### src/rtl/psram_arb_pkg.sv
// ----------------------------------------------------------------------------
// psram_arb_pkg
// Shared definitions for the PSRAM read/write arbiter.
//   - arb_state_t   : arbiter FSM state encoding (IDLE / ISSUE / WAIT)
//   - ADDR_W_DEF    : default PSRAM byte address width
//   - TIMEOUT_DEF   : default cycles to wait for mem_busy after a request
//   - WR_STARVE_DEF : default consecutive read grants allowed over a waiting write
//   - READ_FILL     : data returned for a read aborted by timeout
// ----------------------------------------------------------------------------
package psram_arb_pkg;

    localparam int         ADDR_W_DEF    = 22;
    localparam int         TIMEOUT_DEF   = 255;
    localparam int         WR_STARVE_DEF = 4;
    localparam logic [7:0] READ_FILL     = 8'hFF;

    typedef enum logic [1:0] {
        ST_IDLE  = 2'd0,
        ST_ISSUE = 2'd1,
        ST_WAIT  = 2'd2
    } arb_state_t;

endpackage

### src/rtl/psram_req_slot.sv
// ----------------------------------------------------------------------------
// psram_req_slot
// One-deep request address holding register. A load always overwrites the
// held address (latest request wins); a take empties the slot. Load has
// priority over take so a request arriving as the slot is consumed is kept.
// Ports:
//   i_clk, i_reset : clock, asynchronous active-high reset
//   i_load, i_addr : capture i_addr and mark the slot full
//   i_take         : slot contents consumed by a grant
//   o_full, o_addr : slot occupancy and held address
// ----------------------------------------------------------------------------
module psram_req_slot
    import psram_arb_pkg::*;
#(
    parameter int ADDR_W = ADDR_W_DEF
) (
    input  logic              i_clk,
    input  logic              i_reset,
    input  logic              i_load,
    input  logic [ADDR_W-1:0] i_addr,
    input  logic              i_take,
    output logic              o_full,
    output logic [ADDR_W-1:0] o_addr
);

    logic              r_full;
    logic [ADDR_W-1:0] r_addr;

    always_ff @(posedge i_clk or posedge i_reset) begin
        if (i_reset) begin
            r_full <= 1'b0;
            r_addr <= '0;
        end else if (i_load) begin
            r_full <= 1'b1;
            r_addr <= i_addr;
        end else if (i_take) begin
            r_full <= 1'b0;
        end
    end

    assign o_full = r_full;
    assign o_addr = r_addr;

endmodule

### src/rtl/psram_arbiter.sv
// ----------------------------------------------------------------------------
// psram_arbiter
// Arbitrates cart reads and loader writes onto a single PSRAM byte controller.
// Reads normally win; a waiting write is forced through after WR_STARVE
// consecutive read grants. Each transaction is issued until mem_busy rises,
// then waited on until mem_busy falls. A request that never sees mem_busy
// is aborted after TIMEOUT cycles and flags timeout_err.
// Ports:
//   i_clk, i_reset                 : clock, asynchronous active-high reset
//   i_rd_req, i_rd_addr            : read request pulse and address
//   o_rd_data, o_rd_valid          : read result (held) and completion pulse
//   i_wr_req, i_wr_addr, i_wr_data : level write request, held until ack
//   o_wr_ack                       : write completion pulse
//   o_mem_rd_req, o_mem_wr_req     : requests to the PSRAM byte controller
//   o_mem_addr, o_mem_wdata        : registered address / write data
//   i_mem_rdata, i_mem_busy        : controller read data / busy
//   o_timeout_err, i_err_clr       : sticky timeout flag and its clear
// ----------------------------------------------------------------------------
module psram_arbiter
    import psram_arb_pkg::*;
#(
    parameter int ADDR_W    = ADDR_W_DEF,
    parameter int TIMEOUT   = TIMEOUT_DEF,
    parameter int WR_STARVE = WR_STARVE_DEF
) (
    input  logic              i_clk,
    input  logic              i_reset,
    input  logic              i_rd_req,
    input  logic [ADDR_W-1:0] i_rd_addr,
    output logic [7:0]        o_rd_data,
    output logic              o_rd_valid,
    input  logic              i_wr_req,
    input  logic [ADDR_W-1:0] i_wr_addr,
    input  logic [7:0]        i_wr_data,
    output logic              o_wr_ack,
    output logic              o_mem_rd_req,
    output logic              o_mem_wr_req,
    output logic [ADDR_W-1:0] o_mem_addr,
    output logic [7:0]        o_mem_wdata,
    input  logic [7:0]        i_mem_rdata,
    input  logic              i_mem_busy,
    output logic              o_timeout_err,
    input  logic              i_err_clr
);

    localparam int CNT_W = $clog2(TIMEOUT + 1);
    localparam int SV_W  = $clog2(WR_STARVE + 1);

    arb_state_t        r_state;
    arb_state_t        w_state_next;
    logic              r_is_wr;
    logic [CNT_W-1:0]  r_cnt;
    logic [SV_W-1:0]   r_starve;
    logic [ADDR_W-1:0] r_mem_addr;
    logic [7:0]        r_mem_wdata;
    logic [7:0]        r_rd_data;
    logic              r_rd_valid;
    logic              r_wr_ack;
    logic              r_timeout_err;

    logic              w_slot_full;
    logic [ADDR_W-1:0] w_slot_addr;
    logic              w_wr_pend;
    logic              w_rd_pend;
    logic [ADDR_W-1:0] w_rd_addr_sel;
    logic              w_starved;
    logic              w_grant_rd;
    logic              w_grant_wr;
    logic              w_timeout;
    logic              w_done;
    logic              w_mem_rd_req;
    logic              w_mem_wr_req;

    // The loader still holds wr_req during the cycle wr_ack is high; masking
    // it there prevents the finished write from being granted a second time.
    assign w_wr_pend = i_wr_req && !r_wr_ack;

    // A fresh rd_req bypasses the slot so an idle bus issues it next cycle;
    // it also supersedes any unissued address already held in the slot.
    assign w_rd_pend     = i_rd_req || w_slot_full;
    assign w_rd_addr_sel = i_rd_req ? i_rd_addr : w_slot_addr;
    assign w_starved     = (r_starve == SV_W'(WR_STARVE));

    assign w_grant_rd = (r_state == ST_IDLE) && w_rd_pend && !(w_wr_pend && w_starved);
    assign w_grant_wr = (r_state == ST_IDLE) && w_wr_pend && !w_grant_rd;

    assign w_timeout = (r_state == ST_ISSUE) && !i_mem_busy && (r_cnt == CNT_W'(TIMEOUT - 1));
    assign w_done    = (r_state == ST_WAIT) && !i_mem_busy;

    psram_req_slot #(
        .ADDR_W (ADDR_W)
    ) u_rd_slot (
        .i_clk   (i_clk),
        .i_reset (i_reset),
        .i_load  (i_rd_req && !w_grant_rd),
        .i_addr  (i_rd_addr),
        .i_take  (w_grant_rd),
        .o_full  (w_slot_full),
        .o_addr  (w_slot_addr)
    );

    always_comb begin
        w_state_next = r_state;
        w_mem_rd_req = 1'b0;
        w_mem_wr_req = 1'b0;
        case (r_state)
            ST_IDLE: begin
                if (w_grant_rd || w_grant_wr) begin
                    w_state_next = ST_ISSUE;
                end
            end
            ST_ISSUE: begin
                w_mem_rd_req = !r_is_wr;
                w_mem_wr_req = r_is_wr;
                if (i_mem_busy) begin
                    w_state_next = ST_WAIT;
                end else if (w_timeout) begin
                    w_state_next = ST_IDLE;
                end
            end
            ST_WAIT: begin
                if (!i_mem_busy) begin
                    w_state_next = ST_IDLE;
                end
            end
            default: w_state_next = ST_IDLE;
        endcase
    end

    always_ff @(posedge i_clk or posedge i_reset) begin
        if (i_reset) begin
            r_state <= ST_IDLE;
        end else begin
            r_state <= w_state_next;
        end
    end

    always_ff @(posedge i_clk or posedge i_reset) begin
        if (i_reset) begin
            r_is_wr       <= 1'b0;
            r_cnt         <= '0;
            r_starve      <= '0;
            r_mem_addr    <= '0;
            r_mem_wdata   <= '0;
            r_rd_data     <= READ_FILL;
            r_rd_valid    <= 1'b0;
            r_wr_ack      <= 1'b0;
            r_timeout_err <= 1'b0;
        end else begin
            r_rd_valid <= 1'b0;
            r_wr_ack   <= 1'b0;

            if (w_grant_rd || w_grant_wr) begin
                r_is_wr    <= w_grant_wr;
                r_cnt      <= '0;
                r_mem_addr <= w_grant_wr ? i_wr_addr : w_rd_addr_sel;
                if (w_grant_wr) begin
                    r_mem_wdata <= i_wr_data;
                end
            end else if ((r_state == ST_ISSUE) && !i_mem_busy && !w_timeout) begin
                r_cnt <= r_cnt + 1'b1;
            end

            if (w_grant_wr || !i_wr_req) begin
                r_starve <= '0;
            end else if (w_grant_rd && w_wr_pend && !w_starved) begin
                r_starve <= r_starve + 1'b1;
            end

            // An aborted read still completes (with fill data) so the cart
            // never stalls; an aborted write is simply re-granted later.
            if (w_timeout && !r_is_wr) begin
                r_rd_data  <= READ_FILL;
                r_rd_valid <= 1'b1;
            end

            if (w_done) begin
                if (r_is_wr) begin
                    r_wr_ack <= 1'b1;
                end else begin
                    r_rd_data  <= i_mem_rdata;
                    r_rd_valid <= 1'b1;
                end
            end

            if (w_timeout) begin
                r_timeout_err <= 1'b1;
            end else if (i_err_clr) begin
                r_timeout_err <= 1'b0;
            end
        end
    end

    assign o_rd_data     = r_rd_data;
    assign o_rd_valid    = r_rd_valid;
    assign o_wr_ack      = r_wr_ack;
    assign o_mem_rd_req  = w_mem_rd_req;
    assign o_mem_wr_req  = w_mem_wr_req;
    assign o_mem_addr    = r_mem_addr;
    assign o_mem_wdata   = r_mem_wdata;
    assign o_timeout_err = r_timeout_err;

endmodule
### config.mk
export PLATFORM = sky130hd
export DESIGN_NAME = psram_arbiter
export DESIGN_NICKNAME = d
export VERILOG_FILES = /design/src/rtl/psram_arb_pkg.sv /design/src/rtl/psram_req_slot.sv /design/src/rtl/psram_arbiter.sv
export SDC_FILE = /design/constraint.sdc
export NUM_CORES = 1
export LEC_CHECK = 0
export CORE_MARGIN = 2
export CORE_UTILIZATION = 43
export CTS_CLUSTER_SIZE = 14
export DETAILED_ROUTE_END_ITERATION = 8
export HOLD_SLACK_MARGIN = 0.08
export PLACE_DENSITY = 0.83
export SYNTH_ARGS = -nofsm -noshare
export SYNTH_HDL_FRONTEND = slang
export SYNTH_SLANG_ARGS = --single-unit
### constraint.sdc
create_clock -name i_clk -period 2.8 [get_ports i_clk]
set_clock_uncertainty 0.2 [all_clocks]
set_input_delay 0.56 -clock i_clk [delete_from_list [all_inputs] [get_ports i_clk]]
set_output_delay 0.56 -clock i_clk [all_outputs]
set_load 0.02 [all_outputs]
# Word-level counts from Yosys, hierarchy flattened
# Index checks and enable logic that the tools add are counted.
# totals
reg_bits	78
input_bits	66
out_inout_bits	43
elab_cells	78
# classes
add_sub_neg	2
n_eq_ne	7
mux	25
n_reduce_logical	32
# ops
op	n
$mux 22	2
$mux 8	5
$logic_and 1x1->1	14
$mux 1	11
$add 8x1->8 const B	1
$eq 8x8->1 const B	1
$logic_not 1->1	8
$mux 2	4
$reduce_bool 2->1	4
$mux 3	2
$pmux 2 s3	1
$add 3x1->3 const B	1
$eq 3x3->1 const B	1
$logic_or 1x1->1	3
$ne 3x3->1 const B	1
$reduce_and 3->1	1
$eq 2x1->1 const B	1
$eq 2x2->1 const B	1
$logic_not 2->1	1
$ne 2x1->1 const B	1
$ne 2x2->1 const B	1
$reduce_and 2->1	1

# Longest topological paths before layout
# Gate-level depths: netlist of run 1.
# depth
word_depth	10
depth_mapped	7
depth_no_buf	6

# Modules after synthesis
# From an unflattened synthesis of run 1, not the netlist that was laid out.
# hier_totals
hier_cells	317
hier_area_um2	3717.3
# modules_own_cells
module	n_inst	cells_each	area_each_um2	seq_area_each_um2
psram_arbiter	1	267	2856.5	1386.3
psram_req_slot	1	50	860.8	575.6

# Worst setup path after synthesis of run 1
# No wires, ideal clock.
# synth_path
kind	input port to flip-flop
start	input port i_wr_req
end	register u_rd_slot.r_addr[0] (netlist: u_rd_slot.o_addr[0])
setup_ns	0.128
arrival_time_ns	1.689
required_ns	2.472
slack_ns	0.783
stages	5
path_buffers	1
cell_sequence	nor2b_1 > a311o_1 > nand2_1 > buf_4 > mux2_1
# synth_via
elab_chain_len	6
# synth_rtl
item	line	rtl
start, declared	psram_arbiter.sv:32	input logic i_wr_req,
$logic_and 1x1->1	psram_arbiter.sv:76	assign w_wr_pend = i_wr_req && !r_wr_ack;
$logic_and 1x1->1	psram_arbiter.sv:84	assign w_grant_rd = (r_state == ST_IDLE) && w_rd_pend && !(w_wr_pend && w_starved);
$logic_not 1->1	psram_arbiter.sv:84	
$logic_and 1x1->1	psram_arbiter.sv:84	
$logic_not 1->1	psram_arbiter.sv:95	.i_load (i_rd_req && !w_grant_rd),
$logic_and 1x1->1	psram_arbiter.sv:95	
end signal, assigned	psram_req_slot.sv:35	r_addr <= i_addr;
end, declared	psram_req_slot.sv:27	logic [ADDR_W-1:0] r_addr;
# Every way passes these cells.
# A chain may end at the register's enable or synchronous reset.

# Worst setup path after layout of run 1
# layout_path
start	register r_state[1]
end	output port o_mem_rd_req
# layout_via
elab_chain_len	2
# layout_rtl
item	line	rtl
start, declared	psram_arbiter.sv:49	arb_state_t r_state;
start signal, assigned	psram_arbiter.sv:134	r_state <= w_state_next;
$eq 2x1->1	psram_arbiter.sv:106	case (r_state)
$mux 1	psram_arbiter.sv:106	
end, declared	psram_arbiter.sv:36	output logic o_mem_rd_req,
# Every way passes these cells.

==> results.py, run 1 <==
metrics = {
    "outcome": {
        "run_status": "complete, no violations",
    },
    "setup_path": {
        "crit_buf_inv": 1,
        "crit_slowest_cell": "clkdlybuf4s50_1",
        "arrival_ns": 1.77,
        "path_class": "register to output port",
        "crit_cells": 3,
        "path_delay_family": "buffers and inverters",
        "r2r-start": "r_starve[0]",
        "cp_cell_sequence": "nand2b_1, nor2_1, clkdlybuf4s50_1",
        "worstPathMaxFanout": 7,
        "r2r_cells": 6,
        "crit_required_ns": 2.04,
        "crit_path_start_kind": "register",
        "rrSetupSlack_ns": 0.80,
        "crit_path_start": "r_state[1]",
        "setup.worst_path.end": "o_mem_rd_req",
        "end_kind": "output port",
        "worstReg2RegEnd": "u_rd_slot.o_addr[14]",
        "critPathMaxStageDelay_ns": 0.62,
    },
    "timing": {
        "finalHoldViolations": 0,
        "worst_pin_slew_ns": 0.5345,
        "rsz0062_at_grt": "false",
        "min_period_ns": 2.533,
        "slew_violations": 0,
        "fin_crit_sh": 0.9048,
        "max_freq_mhz": 394.7,
        "fin_setup_tns_ns": 0,
        "setup_viol": 0,
        "relSlewSlack": 0.6412,
    },
    "cts": {
        "cts_buffer_depth": 2,
        "postCtsHoldBufs": 0,
        "cts_resized": 0,
        "cts_tree": "yes",
        "cts.clk_slew.worst_paths_ns": 0.07,
        "clock_sinks": 78,
        "cts_max_level": 3,
        "cts_setup_buffers": 0,
        "cts_buffers": 9,
        "cts-root-buf": "clkbuf_8",
        "insertion_delay_ns": 0.35,
    },
    "min_path": {
        "worstHoldPathType": "primary input to asynchronous set/reset pin",
    },
    "floorplanning": {
        "die_h_um": 95.96,
        "die_w_um": 95.96,
        "dieArea_um2": 9207,
        "core_um2": 8217,
        "io_pins": 109,
        "initial_core_util": 0.4425,
        "num_rows": 33,
    },
    "layout": {
        "nets": 497,
        "n_antenna_cell": 0,
        "post-route-util": 0.6224,
        "drive_gt1_frac": 0.1458,
        "layout.cells.most_common": "clkdlybuf4s50_1",
        "mostFrequentLayoutCells": "clkdlybuf4s50_1 (108), dfrtp_1 (70), mux2_1 (28)",
        "area_growth_pct": 40.64,
    },
    "drt": {
        "wl_per_cell_um": 14.94,
        "firstDrtPassIters": 4,
        "initialDrtViolationCount": 96,
        "vias": 2764,
        "drtAntennaViolNets": 0,
        "drc_errors": 0,
        "totalWireLength_um": 8023,
        "vias_per_cell": 5.147,
    },
    "synthesis": {
        "seq_area_frac_synth": 0.5396,
        "synth_top_family_by_area": "multiplexers",
        "synth_mux_area_frac": 0.2216,
        "ys_ff_latch": 78,
        "async_flop_share": 1.000,
        "yosys.cell_types.count": 42,
        "synth_nets": 382,
        "synthSimpleGateAreaFrac": 0.1077,
        "synth_compound_area_frac": 0.08947,
        "syn_inst": 312,
        "yosysWarnings": 0,
        "synth_xor_area_frac": 0,
        "synth_flop_cell": "dfrtp_1",
        "synthAdderAreaFrac": 0.01376,
        "synth_edf_count": 0,
        "syn_area_um2": 3636,
        "syn_area_per_cell_um2": 11.65,
    },
    "placement": {
        "place_hpwl_um": 5865,
        "port_buffers": 108,
        "gp_congestion": 0.8131,
    },
    "run": {
        "drv_cap": 0,
    },
    "grt": {
        "grt_max_degree": 29,
        "overflow": 0,
        "grtUsageTotal": 0.1881,
        "antenna_found_initial": 0,
        "grt_pass1_vias": 2834,
        "grt_pass1_wl_um": 13250,
    },
    "pwr": {
        "power.leakage_nw": 2.275,
        "p_per_area_nw_per_um2": 995.0,
        "p_int_mw": 3.334,
        "power.share.sequential": 0.384,
        "comb_power_share": 0.421,
        "net-switching-power_mw": 1.754,
        "vdd.ir_drop.worst_uv": 535.7,
        "clkPwrFrac": 0.195,
        "total_power_mw": 5.088,
        "sw_frac_of_total": 0.3447,
    },
}
==> cells by family after synthesis <==
| family | Yosys count |
|---|---|
| AND/OR/NAND/NOR | 80 |
| flip-flops | 78 |
| multiplexers | 74 |
| AO/OA/AOI/OAI | 53 |
| buffers and inverters | 23 |
| adder cells (fa/ha/maj) | 4 |
==> power groups by stage <==
stage	Clock, mW	Combinational (mW)	Sequential, mW
detailed placement	0	2.17	1.96
global route	1.06	2.35	2.01
finish	0.991	2.14	1.95
global placement	0	2.10	1.94
CTS	1.01	2.17	1.95
floorplan	0	0.923	2.25
==> layer usage <==
layer / vias up / part of all wire / GRT usage / routed length [um]
li1: 1335 / - / - / -
met1: 1316 / 0.45 / 0.2389 / 3589
met2: 103 / 0.46 / 0.3077 / 3663
met3: 10 / 0.081 / 0.05325 / 653
met4: 0 / 0.015 / 0.06786 / 117
met5: - / 0 / 0 / 0
==> area by class of cell <==
cell class                      instances  area [um^2]
Multi-Input combinational cell        211         1584
Timing Repair Buffer                  119         1176
Tap cell                              105        131.4
Sequential cell                        78         1962
Clock buffer                           12        135.1
Clock inverter                          4        95.09
Inverter                                8        30.03
Fill cell                             654         3103
==> Yosys cell counts (all sizes together), types with 6 or more instances <==
master | instances | area share
a21oi | 9 | 0.013
o21ai | 27 | 0.037
dfrtp | 70 | 0.48
inv | 8 | 0.0083
mux2 | 52 | 0.16
mux2i | 22 | 0.061
nor2 | 24 | 0.025
buf | 9 | 0.013
dfstp | 8 | 0.058
nand3 | 9 | 0.014
nand2 | 28 | 0.029
clkbuf | 6 | 0.0062
==> how the worst min path moves through the flow <==
stage	start	to	slack (ns)
floorplan	u_rd_slot.o_addr[0]	u_rd_slot.o_addr[0]	0.26
global placement	o_mem_addr[16]	o_mem_addr[16]	0.26
detailed placement	o_mem_addr[19]	o_mem_addr[19]	0.27
CTS	i_reset	o_mem_wdata[2]	0.25
global route	i_reset	o_mem_addr[14]	0.27
finish	i_reset	o_mem_wdata[2]	0.26
==> stage by stage <==
step	setup slack, ns	std cells	area [um^2]	hold slack [ns]
after detailed placement	0.1840	521	4883	0.2742
final	0.2665	537	5114	0.2598
after global placement	0.2102	521	4883	0.2640
after global routing	0.1687	537	5114	0.2750
after floorplan	0.05821	312	3636	0.2602
after CTS	0.2591	537	5114	0.2547
(Power assumes the default switching activity.)
==> inputs of run 2 (changes only) <==
- CORE_UTILIZATION: 43 -> 51
- CTS_CLUSTER_DIAMETER: unset -> 120
- PLACE_DENSITY: 0.83 -> 0.92
- clock period: 2.8 -> 3.24 ns (I/O delays scaled with it)
==> results.py, run 2 (synthesized netlist as in run 1, its figures left out) <==
metrics = {
    "timing": {
        "fin_crit_sh": 0.8027,
        "relSlewSlack": 0.4490,
        "min_period_ns": 2.601,
        "rsz0062_at_grt": "false",
        "worst_pin_slew_ns": 0.8202,
        "setup_viol": 0,
        "final.setup.worst_slack_ns": 0.6393,
        "slew_violations": 0,
        "finalHoldViolations": 0,
        "max_freq_mhz": 384.5,
        "whs_ns": 0.2862,
        "fin_setup_tns_ns": 0,
    },
    "floorplanning": {
        "io_pins": 109,
        "die_h_um": 88.44,
        "num_rows": 30,
        "dieArea_um2": 7821,
        "initial_core_util": 0.5322,
        "core_um2": 6832,
        "die_w_um": 88.44,
    },
    "setup_path": {
        "rrSetupSlack_ns": 1.15,
        "r2r_cells": 6,
        "worstReg2RegEnd": "u_rd_slot.o_addr[17]",
        "path_class": "register to output port",
        "worstPathMaxFanout": 7,
        "crit_required_ns": 2.39,
        "arrival_ns": 1.75,
        "crit_path_start_kind": "register",
        "r2r-start": "r_starve[0]",
        "end_kind": "output port",
    },
    "outcome": {
        "run_status": "complete, no violations",
    },
    "cts": {
        "cts.clk_slew.worst_paths_ns": 0.07,
        "cts_setup_buffers": 0,
        "cts_buffer_depth": 2,
        "cts-root-buf": "clkbuf_8",
        "cts_resized": 0,
        "cts_max_level": 3,
        "postCtsHoldBufs": 0,
        "cts_buffers": 9,
        "clock_sinks": 78,
        "cts_tree": "yes",
        "insertion_delay_ns": 0.35,
    },
    "layout": {
        "final_cell_count_no_fill": 524,
        "n_antenna_cell": 0,
        "area_growth_pct": 39.57,
        "drive_gt1_frac": 0.1449,
        "post-route-cell-area_um2": 5075,
        "nets": 493,
        "post-route-util": 0.7429,
        "mostFrequentLayoutCells": "clkdlybuf4s50_1 (108), dfrtp_1 (70), mux2_1 (28)",
        "layout.cells.most_common": "clkdlybuf4s50_1",
    },
    "grt": {
        "overflow": 0,
        "grt_pass1_wl_um": 13890,
        "grt_pass1_vias": 3011,
        "antenna_found_initial": 0,
        "grt_max_degree": 54,
        "grtUsageTotal": 0.2314,
    },
    "placement": {
        "place_hpwl_um": 5851,
        "dpl.cell_count": 508,
        "place_ws_ns": 0.4324,
        "port_buffers": 108,
        "gp_congestion": 0.7751,
        "placed_area_um2": 4842,
    },
    "pwr": {
        "p_per_area_nw_per_um2": 860.4,
        "vdd.ir_drop.worst_uv": 493.7,
        "total_power_mw": 4.366,
        "power.leakage_nw": 2.255,
    },
    "min_path": {
        "min_to": "o_mem_addr[19]",
        "min_from": "o_mem_addr[19]",
        "worstHoldPathType": "register to register",
        "hold_path_depth": 2,
    },
    "run": {
        "drv_cap": 0,
    },
    "drt": {
        "wl_per_cell_um": 15.54,
        "vias": 2785,
        "drc_errors": 0,
        "totalWireLength_um": 8145,
        "firstDrtPassIters": 4,
        "vias_per_cell": 5.315,
        "initialDrtViolationCount": 149,
        "drtAntennaViolNets": 0,
    },
}
==> run 2: cell count changes in the layout (fill, tap and decap cells not counted) <==
cell        before  now
buf_4           10    6
clkbuf_1         3    0
clkbuf_8         9   11
bufinv_16        3    2
clkinv_4         0    1
clkinvlp_4       0    1
==> run 2: layout make-up <==
type                       instances  area, um^2
sequential                        78        1962
fill                             484        1757
multi-input combinational        211        1584
timing repair buffer             115        1146
clock buffer                      11       151.4
tap                               96       120.1
clock inverter                     5       81.33
inverter                           8       30.03
==> run 2: critical path, cell delays in order, from the launching register on <==
cell and delay [ns]:
dfrtp_1 0.47, nand2b_1 0.21, nor2_1 0.11, clkdlybuf4s50_1 0.62
==> run 2: routing by layer <==
metal / GRT usage / up-vias / wire (um)
met4: 0.09917 / 0 / 231
met1: 0.2718 / 1344 / 3356
met2: 0.3978 / 93 / 4083
met5: 0 / - / 0
li1: - / 1325 / -
met3: 0.06530 / 23 / 473
==> run 2: power breakdown <==
part,internal (mW),total [mW],switching (mW),leakage (nW)
Sequential,1.43,1.68,0.256,0.952
Combinational,0.919,1.84,0.924,1.19
Clock,0.476,0.839,0.363,0.116
==> run 2: worst max path at each step <==
stage / start / slack (ns) / cells past startpoint / endpoint
after global routing: r_state[1] / 0.53 / 3 / o_mem_wr_req
after CTS: r_state[1] / 0.62 / 3 / o_mem_rd_req
after detailed placement: i_wr_req / 0.43 / 6 / u_rd_slot.o_addr[18]
final: r_state[1] / 0.64 / 3 / o_mem_rd_req
after floorplan: i_reset / 0.41 / 1 / o_mem_addr[0]
after global placement: i_wr_req / 0.47 / 6 / u_rd_slot.o_addr[18]
==> inputs of run 3 (changes only) <==
- CORE_UTILIZATION: 51 -> 47
- PLACE_DENSITY: 0.92 -> 0.86
- clock period: 3.24 -> 2.6 ns (I/O delays scaled with it)
==> results.py, run 3 (synthesized netlist as in run 1, its figures left out) <==
metrics = {
    "drt": {
        "firstDrtPassIters": 4,
        "vias_per_cell": 5.124,
        "wl_per_cell_um": 14.91,
        "drtAntennaViolNets": 0,
        "initialDrtViolationCount": 85,
        "vias": 2726,
        "totalWireLength_um": 7933,
        "drc_errors": 0,
    },
    "setup_path": {
        "crit_required_ns": 1.88,
        "end_kind": "output port",
        "arrival_ns": 1.74,
        "critPathMaxStageDelay_ns": 0.62,
        "rrSetupSlack_ns": 0.63,
        "cp_cell_sequence": "nand2b_1, nor2_1, clkdlybuf4s50_1",
        "crit_slowest_cell": "clkdlybuf4s50_1",
        "path_class": "register to output port",
        "path_delay_family": "buffers and inverters",
        "crit_buf_inv": 1,
        "crit_path_start_kind": "register",
        "worstPathMaxFanout": 7,
    },
    "cts": {
        "insertion_delay_ns": 0.33,
        "postCtsHoldBufs": 0,
        "cts_resized": 0,
        "cts_buffers": 9,
        "cts.clk_slew.worst_paths_ns": 0.07,
        "cts_max_level": 3,
        "cts-root-buf": "clkbuf_8",
        "cts_tree": "yes",
        "cts_setup_buffers": 0,
        "cts_buffer_depth": 2,
        "clock_sinks": 78,
    },
    "layout": {
        "mostFrequentLayoutCells": "clkdlybuf4s50_1 (108), dfrtp_1 (70), mux2_1 (28)",
        "area_growth_pct": 39.23,
        "final_cell_count_no_fill": 532,
        "post-route-cell-area_um2": 5062,
        "n_antenna_cell": 0,
        "nets": 496,
        "drive_gt1_frac": 0.1395,
        "post-route-util": 0.6655,
        "layout.cells.most_common": "clkdlybuf4s50_1",
    },
    "placement": {
        "gp_congestion": 0.7889,
        "port_buffers": 108,
        "place_hpwl_um": 5871,
        "dpl.cell_count": 517,
        "placed_area_um2": 4913,
    },
    "timing": {
        "worst_pin_slew_ns": 0.5665,
        "relSlewSlack": 0.6198,
        "fin_crit_sh": 0.9468,
        "finalHoldViolations": 0,
        "setup_viol": 0,
        "fin_setup_tns_ns": 0,
        "min_period_ns": 2.462,
        "rsz0062_at_grt": "false",
        "slew_violations": 0,
        "max_freq_mhz": 406.2,
    },
    "floorplanning": {
        "initial_core_util": 0.4780,
        "io_pins": 109,
        "dieArea_um2": 8456,
        "core_um2": 7607,
        "num_rows": 32,
        "die_w_um": 91.96,
        "die_h_um": 91.96,
    },
    "grt": {
        "grt_pass1_wl_um": 13540,
        "antenna_found_initial": 0,
        "grt_max_degree": 54,
        "grtUsageTotal": 0.1995,
        "grt_pass1_vias": 2961,
        "overflow": 0,
    },
    "pwr": {
        "clkPwrFrac": 0.143,
        "p_int_mw": 3.308,
        "net-switching-power_mw": 1.847,
        "vdd.ir_drop.worst_uv": 576.9,
        "sw_frac_of_total": 0.3582,
        "comb_power_share": 0.451,
        "power.share.sequential": 0.406,
        "power.leakage_nw": 2.242,
        "p_per_area_nw_per_um2": 1018,
        "total_power_mw": 5.155,
    },
    "min_path": {
        "worstHoldPathType": "register to register",
    },
    "outcome": {
        "run_status": "complete, no violations",
    },
    "run": {
        "drv_cap": 0,
    },
}
-- run 3: cell count changes in the layout (fill, tap and decap cells not counted) --
cell       previous run  this run
buf_12                1         4
bufinv_16             2         0
clkbuf_1              0         4
clkbuf_8             11         9
clkinv_2              1         2
clkinv_4              1         0
inv_2                 1         0
-- run 3: worst min-delay path: stages, from the launching register on --
cell and delay (ns):
dfrtp_1 0.35, nand2_1 0.04, o21ai_0 0.06
-- run 3: final timing paths --
kind	cells after the start	end	start
worst min register to register	2	o_mem_addr[17]	o_mem_addr[17]
worst max-delay path	3	o_mem_rd_req	r_state[1]
worst min-delay path	2	o_mem_addr[17]	o_mem_addr[17]
min in group asynchronous	2	o_mem_addr[14]	i_reset
max in group asynchronous	3	asynchronous set/reset pin	i_reset
worst max register to register	6	u_rd_slot.o_addr[17]	r_starve[0]
-- run 3: layout make-up --
cell class	instances	area, um^2
clock buffer	13	138.9
inverter	8	33.78
tap	102	127.6
timing repair buffer	118	1206
sequential	78	1962
multi-input combinational	211	1584
clock inverter	2	10.01
fill	594	2545
-- run 3: metal layers --
metal	global-route usage	share of wire	wire [um]	vias to the layer above
met2	0.3339	0.49	3863	89
li1	-	-	-	1329
met3	0.05916	0.076	599	6
met5	0	0	0	-
met1	0.2496	0.43	3400	1302
met4	0.06343	0.0087	69	0
-- run 3: power groups by stage --
stage	logic (mW)	registers (mW)	clock network (mW)
after floorplan	0.994	2.42	0
after global placement	2.28	2.08	0
after detailed placement	2.36	2.11	0
after CTS	2.36	2.10	0.755
after global routing	2.54	2.16	0.808
final	2.32	2.09	0.737
-- run 3: per-stage QoR --
stage          setup WS [ns]  hold WS [ns]
6_report              0.1383        0.2819
5_1_grt              0.04612        0.3039
4_1_cts               0.1274        0.2860
3_5_place_dp          0.1170        0.2693
3_3_place_gp          0.1394        0.2630
2_1_floorplan         0.6230        0.2602
